===== src/rtl/csa.sv =====
// Registered carry-select adder: the low block ripples from cin, and each higher block
// precomputes sums for carry-in 0 and 1 and selects between them on the incoming carry.
module csa #(
  parameter int WIDTH = 4,
  parameter int BLOCK = 2
) (
  input  logic             clk,
  input  logic             rst,
  input  logic [WIDTH-1:0] a,
  input  logic [WIDTH-1:0] b,
  input  logic             cin,
  output logic [WIDTH-1:0] s,
  output logic             cout
);

  // Guard BLOCK first so the modulo below never divides by zero.
  localparam int BlkSafe = (BLOCK < 1) ? 1 : BLOCK;
  localparam int NumBlk  = WIDTH / BlkSafe;

  if (BLOCK < 1 || (WIDTH % BlkSafe) != 0 || WIDTH < 1) begin : g_param_check
    $error("csa: WIDTH must be a positive multiple of BLOCK, and BLOCK must be at least 1");
  end

  function automatic logic [1:0] fa(input logic x, input logic y, input logic ci);
    fa = {(x & y) | (x & ci) | (y & ci), x ^ y ^ ci};
  endfunction

  // Ripple-carry chain of full adders; returns {carry_out, sum}.
  function automatic logic [BlkSafe:0] rca(input logic [BlkSafe-1:0] x,
                                           input logic [BlkSafe-1:0] y,
                                           input logic               ci);
    logic       c;
    logic [1:0] r;
    c = ci;
    for (int i = 0; i < BlkSafe; i++) begin
      r      = fa(x[i], y[i], c);
      rca[i] = r[0];
      c      = r[1];
    end
    rca[BlkSafe] = c;
  endfunction

  logic [WIDTH-1:0] sum;
  logic             carry;

  for (genvar g = 0; g < NumBlk; g++) begin : g_blk
    logic               co;
    logic [BlkSafe-1:0] ab;
    logic [BlkSafe-1:0] bb;

    assign ab = a[g*BlkSafe +: BlkSafe];
    assign bb = b[g*BlkSafe +: BlkSafe];

    if (g == 0) begin : g_rca
      logic [BlkSafe:0] r;
      assign r                       = rca(ab, bb, cin);
      assign sum[g*BlkSafe +: BlkSafe] = r[BlkSafe-1:0];
      assign co                      = r[BlkSafe];
    end else begin : g_sel
      logic [BlkSafe:0] r0;
      logic [BlkSafe:0] r1;
      logic             ci;
      assign ci                      = g_blk[g-1].co;
      assign r0                      = rca(ab, bb, 1'b0);
      assign r1                      = rca(ab, bb, 1'b1);
      assign sum[g*BlkSafe +: BlkSafe] = ci ? r1[BlkSafe-1:0] : r0[BlkSafe-1:0];
      assign co                      = ci ? r1[BlkSafe] : r0[BlkSafe];
    end
  end

  assign carry = g_blk[NumBlk-1].co;

  always_ff @(posedge clk or posedge rst) begin
    if (rst) begin
      s    <= '0;
      cout <= 1'b0;
    end else begin
      s    <= sum;
      cout <= carry;
    end
  end

endmodule


===== config.mk =====
export PLATFORM = sky130hd
export DESIGN_NAME = csa
export DESIGN_NICKNAME = d
export VERILOG_FILES = /design/src/rtl/csa.sv
export SDC_FILE = /design/constraint.sdc
export NUM_CORES = 1
export LEC_CHECK = 0
export BUFFER_PORTS_ARGS = -buffer_cell sky130_fd_sc_hd__buf_2
export CORE_AREA = 5 5 42 44
export DETAILED_ROUTE_END_ITERATION = 16
export DIE_AREA = 0 0 47 49
export PLACE_DENSITY_LB_ADDON = 0.1
export SLEW_MARGIN = 20
export SYNTH_ARGS = -nofsm -noshare
export SYNTH_HDL_FRONTEND = slang
export SYNTH_SLANG_ARGS = --single-unit

===== constraint.sdc =====
create_clock -name clk -period 0.8 [get_ports clk]
set_input_delay 0.16 -clock clk [delete_from_list [all_inputs] [get_ports clk]]
set_output_delay 0.16 -clock clk [all_outputs]
set_load 0.005 [all_outputs]

### Word level (Yosys, flattened, before mapping)

Index checks and enable logic that the tools add are counted.
W data, S select, Z words.

* muxes and demuxes: 2
* bitwise gates (word level): 31

Operators with widths (count)
* $and A1 B1 Y1: 12
* $or A1 B1 Y1: 10
* $xor A1 B1 Y1: 8
* $mux W2: 1
* $mux W1: 1
* $not A1 Y1: 1

* register bits after elaboration: 5
* logic and storage cells: 35

### Longest topological paths before layout

* depth in word-level cells: 7
* gate-level depth with buffers: 7

### Worst setup path after synthesis

Ideal clock, no wire load.

* path kind: input -> register
* from: input a[0]
* to: register cout
* setup time: 0.124 ns
* arrival: 1.102 ns
* slack: -0.426 ns
* stages: 7
* path through: inv_1 > fa_1 > inv_1 > fa_1 > nand2_1 > o21ai_2 > o21bai_1

* longest elaborated chain between the ends: 7
* elaborated cells on any way between the ends: 9

RTL lines
* start, declared: RTL line 9 `input logic [WIDTH-1:0] a,`
* $and A1 B1 Y1: RTL line 25 `fa = {(x & y) | (x & ci) | (y & ci), x ^ y ^ ci};`
* $or A1 B1 Y1 (*) (2 in series): RTL line 25
* $and A1 B1 Y1: RTL line 25
* $or A1 B1 Y1: RTL line 25
* $or A1 B1 Y1 (*): RTL line 25
* $mux W1 (*): RTL line 67 `assign co = ci ? r1[BlkSafe] : r0[BlkSafe];`
* via carry: RTL line 44 `logic carry;`
* end signal, assigned: RTL line 79 `cout <= carry;`
* end, declared: RTL line 13 `output logic cout`

The timed path passes the listed nets; every way through them passes the cells marked *.

### Worst setup path after layout

* from: input cin
* to: register s[2]

* longest elaborated chain between the ends: 7
* elaborated cells on any way between the ends: 9

RTL lines
* start, declared: RTL line 11 `input logic cin,`
* $and A1 B1 Y1: RTL line 25
* $or A1 B1 Y1: RTL line 25
* $or A1 B1 Y1 (*): RTL line 25
* $and A1 B1 Y1: RTL line 25
* $or A1 B1 Y1: RTL line 25
* $or A1 B1 Y1 (*): RTL line 25
* $mux W2 (*): RTL line 66 `assign sum[g*BlkSafe +: BlkSafe] = ci ? r1[BlkSafe-1:0] : r0[BlkSafe-1:0];`
* via sum[2]: RTL line 43 `logic [WIDTH-1:0] sum;`
* end signal, assigned: RTL line 78 `s <= sum;`
* end, declared: RTL line 12 `output logic [WIDTH-1:0] s,`

Marks and branches as above.

==> impl_metrics.ini <==
[route]
viasPerCell = 3.66
drtIter0Drc = 2
drcViolationCount = 0
first_pass_iters = 2
routed_wl_um = 539
routedWlPerCell_um = 8.84
vias = 223
antenna_left = 0

[finish]
fin_nets = 62
mostFrequentLayoutCell = buf_2
area_growth_pct = 70.3
diodes = 0
drive_above_1_share_pct = 60.0
final_cell_mix = 12 x buf_2, 5 x dfrtp_1, 4 x inv_1

[setup_path]
cp.required_ns = 0.92
crit_path_max_fanout = 3
crit_type = input pin to register
crit_path_end_kind = register
start_kind = input pin
worstPathArrival_ns = 1.20

[synth]
synth-seq-cells = 5
yosysSeqAreaShare_pct = 45.7
synth_nets = 40
synth.avg_cell_area_sq_um = 11.4
synth_cells = 24
yosysUniqueCellTypes = 10
syn_area_sq_um = 274
yosys_warnings = 0

[floorplan]
die_w_um = 47
core_area_sq_um = 1400
rows = 14
die_area_sq_um = 2300
start_util_pct = 19.6
ios = 16
die_height_um = 49

[placed_design]
gp_congestion = 0.594
port-buffer-count = 15

[sta]
tightest_slew_ns = 0.177
fin_setup_tns_ns = -1.31
hold_viol = 0
drv_slew = 0
fin_hold_ws_ns = 0.200
clock.fmax_mhz = 932
worst_slack_ns = -0.273
setup_viol = 9
slew_headroom_pct = 88.2
rsz0062_at_grt = yes
period_minus_slack_ns = 1.07
fin_crit_sh_pct = 134

[power_and_ir_drop]
p_total_mw = 0.782
power.density_nw_per_um2 = 1680
ir_drop_mv = 0.381
p_leak_nw = 0.244

[clock_tree]
cts_tree = done
h-tree-depth = 1
clock_sinks = 5
cts_root_buffer = clkbuf_4
path_clk_slew_ns = 0.04
clockBufferDepth = 2
cts_buffers = 3

[status]
status = finished, violations left
violations = setup timing

[global_route]
grt_max_degree = 6
grt.total_usage_pct = 5.67
antenna_found_initial = 0
grt_pass1_wl_um = 855
grt_pass1_vias = 237
grt_overflow = 0

[run]
maxCapViolCount = 0

[hold_path]
min_path_cells = 3
hp-class = input pin to register
-- cell families (layout without fill, tap and decap cells) --
logic type	after synthesis	after routing	share of synthesized area [%]
AO/OA/AOI/OAI	2	2	5.94
XOR/XNOR	2	2	6.39
adder cells (fa/ha/maj)	5	5	28.3
buffers and inverters	8	29	11.0
flip-flops	5	5	45.7
AND/OR/NAND/NOR	2	2	2.74
-- final cells by class --
cell class,instances,area [sq um]
clock buffer,4,26.3
tap,16,20.0
fill,153,935
inverter,8,50.0
sequential,5,125
timing repair buffer,17,119
multi-input combinational,11,126
-- path summary, 6_finish.rpt --
check                      startpoint   end  slack (ns)
max                               cin  s[2]       -0.27
min                              b[3]  cout        0.20
max in group asynchronous         rst  s[0]        0.28
min in group asynchronous         rst  s[2]        0.36
-- stage by stage --
stage / setup WS, ns / instances / util, % / area [sq um]
after floorplan: -0.352 / 24 / - / 297
after global placement: -0.573 / 55 / 27.9 / 392
after detailed placement: -0.584 / 55 / 27.9 / 392
after CTS: -0.241 / 60 / 32.1 / 450
after global routing: -0.287 / 61 / 33.3 / 467
final: -0.273 / 61 / 33.3 / 467
-- Yosys cell counts --
cell type  n  share of area, %
dfrtp_1    5                46
nand2_1    1               1.4
xor2_1     1               3.2
o21bai_1   1               2.7
inv_1      8                11
fa_1       2                15
ha_1       3                14
o21ai_2    1               3.2
xnor2_1    1               3.2
nor2_1     1               1.4
-- worst max-delay path: stages --
cell and delay (ns):
buf_8 0.10, inv_6 0.04, fa_2 0.19, inv_2 0.04, fa_2 0.38, buf_4 0.15
xor2_1 0.13
-- registers in the layout, summed over array words and instances, names as in the netlist --
| name | count |
|---|---|
| cout | 1 |
| s | 4 |
-- per-layer routing --
metal	GRT usage (%)	vias up	routed length, um
met3	0.369	2	58
met1	4.92	102	144
li1	-	109	-
met2	7.69	10	317
met4	10.6	0	19
met5	0	-	0
-- where the power goes --
| group | internal (mW) | switching (mW) | leakage, nW |
|---|---|---|---|
| registers | 0.296 | 0.00750 | 0.0580 |
| clock network | 0.188 | 0.0915 | 0.0150 |
| logic | 0.111 | 0.0878 | 0.171 |
| total | 0.595 | 0.187 | 0.244 |
-- repair_timing --
action | 4_1_cts | 5_1_grt
pin swaps | 4 | 3
setup endpoints to repair | 10 | 9
hold buffers | 1 | 0
cloned | 0 | 0
endpoints found under the hold margin | 5 | 0
gates resized for setup | 6 | 3
setup buffers | 0 | 1
No activity file was read; power rests on OpenSTA's default activity.
